**src/rtl/vram_port_arbiter_if.sv**
```systemverilog
// Bundle for the video fetch port, CPU data port and the single-port RAM command/return path.
// master = requesters plus RAM model side, slave = the arbiter.
interface vram_port_arbiter_if #(
  parameter int AW = 16,
  parameter int DW = 32
);
  logic          vid_req;
  logic [AW-1:0] vid_addr;
  logic          vid_gnt;
  logic          vid_rvalid;
  logic [DW-1:0] vid_rdata;

  logic          cpu_req;
  logic          cpu_we;
  logic [AW-1:0] cpu_addr;
  logic [DW-1:0] cpu_wdata;
  logic          cpu_gnt;
  logic          cpu_rvalid;
  logic [DW-1:0] cpu_rdata;

  logic [AW-1:0] mem_addr;
  logic          mem_we;
  logic [DW-1:0] mem_wdata;
  logic [DW-1:0] mem_rdata;

  modport master (
    output vid_req, vid_addr,
    input  vid_gnt, vid_rvalid, vid_rdata,
    output cpu_req, cpu_we, cpu_addr, cpu_wdata,
    input  cpu_gnt, cpu_rvalid, cpu_rdata,
    input  mem_addr, mem_we, mem_wdata,
    output mem_rdata
  );

  modport slave (
    input  vid_req, vid_addr,
    output vid_gnt, vid_rvalid, vid_rdata,
    input  cpu_req, cpu_we, cpu_addr, cpu_wdata,
    output cpu_gnt, cpu_rvalid, cpu_rdata,
    output mem_addr, mem_we, mem_wdata,
    input  mem_rdata
  );
endinterface

```
**src/rtl/vram_port_arbiter.sv**
```systemverilog
// Video/CPU arbiter for one single-port RAM; VRAM_ARB_STATS_EN adds a CPU stall counter.
// Latency: grant same cycle, RAM command next cycle, read data 1+RD_LAT cycles after transfer.
// Backpressure: video has priority, CPU is forced through after MAX_VID_STREAK video wins.
module vram_port_arbiter #(
  parameter int AW             = 16,
  parameter int DW             = 32,
  parameter int RD_LAT         = 1,
  parameter int MAX_VID_STREAK = 8
) (
  input  logic               clk,
  input  logic               reset,
  vram_port_arbiter_if.slave bus
`ifdef VRAM_ARB_STATS_EN
  ,
  output logic [15:0]        cpu_stall_cnt
`endif
);

  localparam int SW = $clog2(MAX_VID_STREAK + 1);

  logic [SW-1:0]     vid_streak;
  logic              streak_full;
  logic              vid_win;
  logic              cpu_win;

  logic [AW-1:0]     addr_q;
  logic              we_q;
  logic [DW-1:0]     wdata_q;
  logic              cmd_rd;
  logic              cmd_cpu;

  logic [RD_LAT-1:0] tag_vld;
  logic [RD_LAT-1:0] tag_cpu;
  logic              vid_rv;
  logic              cpu_rv;
  logic [DW-1:0]     vid_hold;
  logic [DW-1:0]     cpu_hold;

  // Grants gated by reset so nothing is accepted in a reset cycle.
  assign streak_full = (vid_streak == SW'(MAX_VID_STREAK));
  assign vid_win     = !reset && bus.vid_req && !(bus.cpu_req && streak_full);
  assign cpu_win     = !reset && bus.cpu_req && (!bus.vid_req || streak_full);

  assign bus.vid_gnt = vid_win;
  assign bus.cpu_gnt = cpu_win;

  always_ff @(posedge clk) begin
    if (reset) begin
      vid_streak <= '0;
    end else if (cpu_win || !bus.cpu_req) begin
      vid_streak <= '0;
    end else if (vid_win && !streak_full) begin
      vid_streak <= vid_streak + SW'(1);
    end
  end

  // Command stage also carries the read tag for the cycle the address is on the RAM.
  always_ff @(posedge clk) begin
    if (reset) begin
      addr_q  <= '0;
      we_q    <= 1'b0;
      wdata_q <= '0;
      cmd_rd  <= 1'b0;
      cmd_cpu <= 1'b0;
    end else if (vid_win) begin
      addr_q  <= bus.vid_addr;
      we_q    <= 1'b0;
      cmd_rd  <= 1'b1;
      cmd_cpu <= 1'b0;
    end else if (cpu_win) begin
      addr_q  <= bus.cpu_addr;
      we_q    <= bus.cpu_we;
      wdata_q <= bus.cpu_wdata;
      cmd_rd  <= !bus.cpu_we;
      cmd_cpu <= 1'b1;
    end else begin
      we_q    <= 1'b0;
      cmd_rd  <= 1'b0;
    end
  end

  assign bus.mem_addr  = addr_q;
  assign bus.mem_we    = we_q;
  assign bus.mem_wdata = wdata_q;

  always_ff @(posedge clk) begin
    if (reset) begin
      tag_vld  <= '0;
      tag_cpu  <= '0;
      vid_hold <= '0;
      cpu_hold <= '0;
    end else begin
      tag_vld[0] <= cmd_rd;
      tag_cpu[0] <= cmd_cpu;
      for (int i = 1; i < RD_LAT; i++) begin
        tag_vld[i] <= tag_vld[i-1];
        tag_cpu[i] <= tag_cpu[i-1];
      end
      if (vid_rv) vid_hold <= bus.mem_rdata;
      if (cpu_rv) cpu_hold <= bus.mem_rdata;
    end
  end

  // Return data is passed straight through on the rvalid cycle, then held.
  assign vid_rv = !reset && tag_vld[RD_LAT-1] && !tag_cpu[RD_LAT-1];
  assign cpu_rv = !reset && tag_vld[RD_LAT-1] &&  tag_cpu[RD_LAT-1];

  assign bus.vid_rvalid = vid_rv;
  assign bus.cpu_rvalid = cpu_rv;
  assign bus.vid_rdata  = vid_rv ? bus.mem_rdata : vid_hold;
  assign bus.cpu_rdata  = cpu_rv ? bus.mem_rdata : cpu_hold;

`ifdef VRAM_ARB_STATS_EN
  always_ff @(posedge clk) begin
    if (reset) begin
      cpu_stall_cnt <= '0;
    end else if (bus.cpu_req && !cpu_win && cpu_stall_cnt != 16'hFFFF) begin
      cpu_stall_cnt <= cpu_stall_cnt + 16'd1;
    end
  end
`endif

endmodule

```
**src/flat_wrapper.sv**
```systemverilog
// flat-port wrapper written by rule: the top's interface ports become plain ports
module vram_port_arbiter_flat 
#(
  parameter int AW             = 16,
  parameter int DW             = 32,
  parameter int RD_LAT         = 1,
  parameter int MAX_VID_STREAK = 8
)
  (clk, reset, bus_vid_req, bus_vid_addr, bus_vid_gnt, bus_vid_rvalid, bus_vid_rdata, bus_cpu_req, bus_cpu_we, bus_cpu_addr, bus_cpu_wdata, bus_cpu_gnt, bus_cpu_rvalid, bus_cpu_rdata, bus_mem_addr, bus_mem_we, bus_mem_wdata, bus_mem_rdata);
  vram_port_arbiter_if #(.AW(AW), .DW(DW)) bus_i ();
  input  logic clk;
  input  logic reset;
  input wire logic [$bits(bus_i.vid_req)-1:0] bus_vid_req;
  input wire logic [$bits(bus_i.vid_addr)-1:0] bus_vid_addr;
  output wire logic [$bits(bus_i.vid_gnt)-1:0] bus_vid_gnt;
  output wire logic [$bits(bus_i.vid_rvalid)-1:0] bus_vid_rvalid;
  output wire logic [$bits(bus_i.vid_rdata)-1:0] bus_vid_rdata;
  input wire logic [$bits(bus_i.cpu_req)-1:0] bus_cpu_req;
  input wire logic [$bits(bus_i.cpu_we)-1:0] bus_cpu_we;
  input wire logic [$bits(bus_i.cpu_addr)-1:0] bus_cpu_addr;
  input wire logic [$bits(bus_i.cpu_wdata)-1:0] bus_cpu_wdata;
  output wire logic [$bits(bus_i.cpu_gnt)-1:0] bus_cpu_gnt;
  output wire logic [$bits(bus_i.cpu_rvalid)-1:0] bus_cpu_rvalid;
  output wire logic [$bits(bus_i.cpu_rdata)-1:0] bus_cpu_rdata;
  output wire logic [$bits(bus_i.mem_addr)-1:0] bus_mem_addr;
  output wire logic [$bits(bus_i.mem_we)-1:0] bus_mem_we;
  output wire logic [$bits(bus_i.mem_wdata)-1:0] bus_mem_wdata;
  input wire logic [$bits(bus_i.mem_rdata)-1:0] bus_mem_rdata;
  assign bus_i.vid_req = bus_vid_req;
  assign bus_i.vid_addr = bus_vid_addr;
  assign bus_vid_gnt = bus_i.vid_gnt;
  assign bus_vid_rvalid = bus_i.vid_rvalid;
  assign bus_vid_rdata = bus_i.vid_rdata;
  assign bus_i.cpu_req = bus_cpu_req;
  assign bus_i.cpu_we = bus_cpu_we;
  assign bus_i.cpu_addr = bus_cpu_addr;
  assign bus_i.cpu_wdata = bus_cpu_wdata;
  assign bus_cpu_gnt = bus_i.cpu_gnt;
  assign bus_cpu_rvalid = bus_i.cpu_rvalid;
  assign bus_cpu_rdata = bus_i.cpu_rdata;
  assign bus_mem_addr = bus_i.mem_addr;
  assign bus_mem_we = bus_i.mem_we;
  assign bus_mem_wdata = bus_i.mem_wdata;
  assign bus_i.mem_rdata = bus_mem_rdata;
  vram_port_arbiter #(.AW(AW), .DW(DW), .RD_LAT(RD_LAT), .MAX_VID_STREAK(MAX_VID_STREAK)) u_core (.clk(clk), .reset(reset), .bus(bus_i));
endmodule
```
**config.mk**
```make
export PLATFORM = sky130hd
export DESIGN_NAME = vram_port_arbiter_flat
export DESIGN_NICKNAME = d
export VERILOG_FILES = /design/src/rtl/vram_port_arbiter_if.sv /design/src/rtl/vram_port_arbiter.sv /design/src/flat_wrapper.sv
export SDC_FILE = /design/constraint.sdc
export NUM_CORES = 1
export LEC_CHECK = 0
export CAP_MARGIN = 25
export CORE_ASPECT_RATIO = 1.75
export CORE_UTILIZATION = 32
export CTS_CLUSTER_SIZE = 28
export DETAILED_ROUTE_END_ITERATION = 6
export PLACE_DENSITY = 0.77
export SYNTH_ARGS = -nofsm -noshare
export SYNTH_HDL_FRONTEND = slang
export SYNTH_SLANG_ARGS = --single-unit
```
**constraint.sdc**
```tcl
create_clock -name clk -period 1.95 [get_ports clk]
set_input_delay 0.4875 -clock clk [delete_from_list [all_inputs] [get_ports clk]]
set_output_delay 0.4875 -clock clk [all_outputs]
set_load 0.02 [all_outputs]
```
==> results of run 1 <==
## per-stage QoR
stage | utilization [%] | instances
global route | 56.60 | 887
detailed placement | 48.71 | 836
floorplan | - | 443
finish | 56.60 | 887
global placement | 48.71 | 836
CTS | 54.85 | 877
## cell type report
class                   instances  area, µm²
well taps                     186      232.7
inverters                       5      18.77
repair buffers                261       2744
clock buffers                  22      484.2
multi-input cells             282       2656
fillers                      1256       6711
flip-flops and latches        121       2430
clock inverters                10      187.7
## cell families after synthesis
family	Yosys count
AO/OA/AOI/OAI	52
XOR/XNOR	2
adder cells (fa/ha/maj)	2
buffers and inverters	40
flip-flops	121
multiplexers	96
AND/OR/NAND/NOR	130
## power groups by stage
stage / combinational [mW] / clock (mW) / sequential [mW]
detailed placement: 0.898 / 0 / 2.66
floorplan: 0.343 / 0 / 2.73
CTS: 0.934 / 3.61 / 2.61
finish: 0.960 / 3.54 / 2.61
global placement: 0.883 / 0 / 2.65
global route: 1.01 / 3.74 / 2.61
## worst max-delay path by stage
stage	start	endpoint	slack, ns	cells after the start
5_1_grt	u_core.tag_cpu	bus_cpu_rdata[21]	-0.35	6
3_5_place_dp	bus_cpu_req	bus_cpu_gnt	-0.64	5
2_1_floorplan	reset	bus_vid_rdata[22]	-0.05	4
3_3_place_gp	bus_cpu_req	bus_cpu_gnt	-0.66	5
4_1_cts	u_core.tag_cpu	bus_vid_rdata[6]	-0.34	6
6_report	u_core.tag_cpu	bus_cpu_rdata[26]	-0.29	6
## timing repair
item,CTS,global route
gates cloned,3,2
buffers inserted,6,10
hold endpoints to repair,0,0
endpoints found under the setup margin,69,68
gates resized for setup,424,57
pin swaps,2,3
## placed cells by master (no fill, tap or decap), drive strengths merged
cell type / count
o22ai: 1
dfxtp: 121
clkinvlp: 2
nand3b: 2
nand4b: 1
xnor2: 1
clkbuf: 24
bufinv: 5
and2b: 24
buf: 111
ha: 2
and2: 1
xor2: 1
a211oi: 16
o21ai: 16
inv: 6
mux2: 96
clkinv: 2
clkdlybuf4s50: 146
nor3b: 1
a311oi: 16
nand2b: 1
o22a: 1
dlygate4sd2: 2
a21bo: 1
nor2b: 75
nand3: 2
o21ba: 1
nor2: 22
and4b: 1
## registers in the layout (all words and copies together) (netlist names), 4 cells and up
name	count
u_core.bus.mem_addr	16
u_core.vid_streak	4
u_core.vid_hold	32
u_core.cpu_hold	32
u_core.bus.mem_wdata	32
## per-layer routing
layer | wire length, µm | vias to the layer above | part of all wire, %
met5 | 0 | - | 0
met1 | 5231 | 2001 | 35
met3 | 901 | 33 | 6.0
li1 | - | 2008 | -
met4 | 493 | 0 | 3.3
met2 | 8398 | 182 | 56
==> metrics.md, run 1 <==
| Metric | Value |
|---|---|
| First-pass GRT wire length | 22680 µm |
| Post-Place Setup Slack | -0.6432 ns |
| Synthesis-stage register bit count | 121 |
| CP arrival | 1.75 ns |
| Comb pwr share | 13.5% |
| Floorplan row count | 60 |
| Initial antenna violation count | 0 |
| Synth Area in Compound Gates | 7.391% |
| Synth warnings | 0 |
| Post-synth top cells | dfxtp_1, nor2b_1, mux2_2 |
| Reg2reg end | u_core.bus.mem_wdata[30] |
| RR Startpoint | u_core.vid_streak[1] |
| Hold Path Class | reg -> reg |
| Register share of total power | 36.7% |
| Placed inst area | 0.007533 mm² |
| Core footprint | 0.01546 mm² |
| Met3 usage | 5.037% |
| Max Cap Viol | 0 |
| Diode count | 0 |
| Flop-to-flop setup slack | 0.16 ns |
| Largest net degree at the start of global routing | 57 |
| Routed len/inst | 16.94 µm |
| Post-Syn Area per Cell | 11.46 µm² |
| Area share of fa/ha/maj cells after synthesis | 0.4927% |
| Clock root cell | clkbuf_16 |
| Largest family of logic cells by synthesized area | multiplexers |
| Clock Sinks | 121 |
| DRT antenna net count | 0 |
| Worst Hold Depth | 1 |
| Leakage Power | 3.880 nW |
| Setup TNS | -15.28 ns |
| CP Class | reg -> out |
| F_max | 446.8 MHz |
| Total gr overflow | 0 |
| Clock Tree Buf Depth | 2 |
| Worst-path maximum fanout | 4 |
| RSZ-0062 raised after global routing | yes |
| Outcome | complete, but fails checks |
| Total chip power | 7.101 mW |
| Synth Cell Area | 0.005079 mm² |
| Vias in the first global route | 4620 |
| P&R area growth vs syn | 72.36% |
| Clk slew on worst S/H paths | 0.06 ns |
| Initial Util | 32.84% |
| Synth area leader | dfxtp_1 |
| Cells after synthesis | 443 |
| Switching portion of total power | 22.05% |
| Crit path required time | 1.46 ns |
| DRT Wirelength | 15020 µm |
| Cell-internal power | 5.535 mW |
| Final max-slew violation count | 0 |
| Asr flop ratio synth | 0% |
| GRT met2 Usage | 34.14% |
| Final count of hold timing violations | 0 |
| Syn nets | 546 |
| DR iter-0 viols | 82 |
| Die H | 168.7 µm |
| Slowest CP cell | dfxtp_4 |
| Top post-synthesis cells by area | dfxtp_1, mux2_2, nor2b_1 |
| Die area | 0.01640 mm² |
| Synth top area share | 47.70% |
| Final setup fails | 66 |
| Tcrit/Tclk final | 114.8% |
| DRT Pass-1 Iters | 4 |
| Worst setup EP type | output port |
| Hold Buf Count CTS | 0 |
| Xor/xnor cell area share of the yosys netlist | 0.3449% |
| Post-Synth Simple-Gate Area | 16.19% |
| Peak VDD IR | 0.5228 mV |
| Hold Crit Start | u_core.cmd_rd |
| Critical path buffers and inverters | 4 |
| Mux contribution to synthesized area | 23.36% |
| Gp weighted congestion | 0.8075 |
| Failing checks | setup timing |
| Hold WS | 0.4470 ns |
| Total I/O pin count | 218 |
| GRT Util Overall | 17.58% |
| Vias | 4224 |
| Main synth FF type | dfxtp_1 |
| Slew @ Worst Pin | 0.5761 ns |
| Min Clock Period, post-route | 2.238 ns |
| Peak per-stage delay on the critical path | 0.35 ns |
| CTS tree | built |
| GR Util met1 | 16.46% |
| Hpwl dp | 10080 µm |
| Residual DRC count | 0 |
| Post-synth EDFFs | 0 |
| Nets@finish | 791 |
| Max_slew headroom | 61.59% |
| Worst Setup Start Kind | flip-flop |
| Clk_lat worst skew | 0.40 ns |
| Synth cell types | 33 |
| H-tree Lvls | 4 |
| Clock skew | 0.006842 ns |
| Register area share after synthesis | 47.70% |
| Critical-path cell list | buf_6 -> nand3b_4 -> buf_12 -> clkbuf_16 -> mux2_2 -> buf_6 |
| R2r worst-path depth | 6 |
| IO Port Bufs | 217 |
| Design Area, Final | 0.008753 mm² |
| Most used cell, CP | buf_6 |
| Most frequent cell after synthesis | dfxtp_1 |
| Layout cell share with drive strength beyond 1 | 36.23% |
| Sw Pwr | 1.566 mW |
| Slack of the critical path | -0.2880 ns |
| Busiest layer in global routing | met2 |
| Die width | 97.23 µm |
| CTS Buf Count | 17 |
| Vias per inst | 4.762 |
| Clk pwr share | 49.8% |
| Power Dens Cells | 811.3 mW/mm² |
| Crit-path leading delay family | buffers and inverters |
| Worst Hold End | u_core.tag_vld |
No activity file was read; power rests on OpenSTA's default activity.
==> inputs of run 2 (changes only) <==
CORE_UTILIZATION = 38   (was 32)
PLACE_DENSITY = 0.87   (was 0.77)
SLEW_MARGIN = 20   (was not set)
==> metrics.md, run 2 (same netlist as run 1, synthesis figures left out) <==
| Metric | Value |
|---|---|
| Worst setup EP type | output port |
| Hpwl dp | 10160 µm |
| Clock Tree Buf Depth | 2 |
| Min Clock Period, post-route | 2.236 ns |
| Diode count | 0 |
| Die area | 0.01385 mm² |
| Power Dens Cells | 781.9 mW/mm² |
| Layout Cells excl Fill | 877 |
| Final max-slew violation count | 0 |
| Worst-path maximum fanout | 7 |
| DRT Pass-1 Iters | 4 |
| Slew @ Worst Pin | 0.6039 ns |
| Failing checks | setup timing |
| Most frequent cells in the layout | clkdlybuf4s50_1, dfxtp_1, mux2_4 |
| P&R area growth vs syn | 71.27% |
| Placed inst area | 0.007525 mm² |
| Clk_lat worst skew | 0.39 ns |
| Hold Buf Count CTS | 0 |
| Flop-to-flop setup slack | 0.12 ns |
| Crit path required time | 1.46 ns |
| Final count of hold timing violations | 0 |
| DRT Wirelength | 15380 µm |
| Design Area, Final | 0.008698 mm² |
| Gp weighted congestion | 0.8025 |
| Leakage Power | 3.846 nW |
| Filler instances | 932 |
| Layout cell share with drive strength beyond 1 | 36.54% |
| Leading cell type in the layout, fill and taps excluded | clkdlybuf4s50_1 |
| RSZ-0062 raised after global routing | yes |
| Post-Place Setup Slack | -0.5991 ns |
| Vias in the first global route | 4607 |
| Die H | 154.9 µm |
| Vias per inst | 4.864 |
| DRT antenna net count | 0 |
| Post-layout util | 66.88% |
| Outcome | complete, but fails checks |
| CP arrival | 1.75 ns |
| DR iter-0 viols | 113 |
| Routed len/inst | 17.54 µm |
| Max Cap Viol | 0 |
| Nets@finish | 796 |
| Largest net degree at the start of global routing | 59 |
| Residual DRC count | 0 |
| Total I/O pin count | 218 |
| Tcrit/Tclk final | 114.7% |
| H-tree Lvls | 4 |
| CTS Buf Count | 17 |
| Peak VDD IR | 0.5448 mV |
| Core footprint | 0.01301 mm² |
| First-pass GRT wire length | 22160 µm |
| Die width | 89.39 µm |
| Total gr overflow | 0 |
| CP Class | reg -> out |
| Worst Setup Start Kind | flip-flop |
| GRT Util Overall | 21.01% |
| Slack of the critical path | -0.2860 ns |
| Initial Util | 39.05% |
| Placed cell count | 822 |
| IO Port Bufs | 217 |
| Clk slew on worst S/H paths | 0.06 ns |
| Vias | 4266 |
| Clock Sinks | 121 |
| Worst Hold Depth | 1 |
| CTS tree | built |
| Clock root cell | clkbuf_16 |
| Final setup fails | 65 |
| F_max | 447.2 MHz |
| Initial antenna violation count | 0 |
| Max_slew headroom | 59.74% |
| Total chip power | 6.802 mW |
| R2r worst-path depth | 6 |
| Clock skew | 0.007540 ns |
| Floorplan row count | 55 |
| Hold Path Class | reg -> reg |
-- run 2: cell count changes in the layout (fill, tap and decap cells not counted), moves of 3 or more --
cell	before	now
buf_4	31	34
buf_6	69	75
buf_8	3	0
clkbuf_8	4	1
mux2_2	10	17
mux2_4	86	79
-- run 2: area by class of cell --
class	count	area, µm²	share of cell area, %
sequential	121	2427	27.91
tap	171	214.0	2.460
clock inverter	13	168.9	1.942
clock buffer	19	442.9	5.092
inverter	5	18.77	0.2158
timing repair buffer	266	2785	32.02
multi-input combinational	282	2641	30.37
-- run 2: what timing repair did --
item / in CTS / in global routing
setup endpoints to repair: 68 / 67
gates resized for setup: 393 / 81
cloned: 2 / 2
setup buffers: 15 / 4
pin swaps: 3 / 3
-- run 2: power by group --
part	switching [mW]	internal, mW
clock network	1.16	2.06
registers	0.0408	2.56
logic	0.409	0.572
-- run 2: metrics by stage --
stage	setup TNS [ns]	hold slack [ns]
3_3_place_gp	-40.37	0.4348
6_report	-14.71	0.4375
2_1_floorplan	-1.259	0.4138
5_1_grt	-19.69	0.4649
4_1_cts	-16.26	0.4456
3_5_place_dp	-42.97	0.4325
-- run 2: path summary, 6_finish.rpt --
path	from	endpoint
max	u_core.tag_cpu	bus_vid_rdata[27]
min	u_core.cmd_rd	u_core.tag_vld
max reg2reg	u_core.vid_streak[1]	u_core.bus.mem_wdata[0]
min reg2reg	u_core.cmd_rd	u_core.tag_vld
-- run 2: metal layers --
| layer | vias up | wire length [µm] | GRT usage, % |
|---|---|---|---|
| li1 | 2018 | - | - |
| met1 | 2042 | 5343 | 18.97 |
| met2 | 175 | 8769 | 41.77 |
| met3 | 31 | 852 | 5.729 |
| met4 | 0 | 414 | 8.239 |
| met5 | - | 0 | 0 |
-- run 2: worst max-delay path, cell delays in order, from the launching register on --
cell and delay (ns):
dfxtp_2 0.33, nor3b_4 0.25, buf_6 0.18, buf_16 0.14, mux2_4 0.32, buf_6 0.13
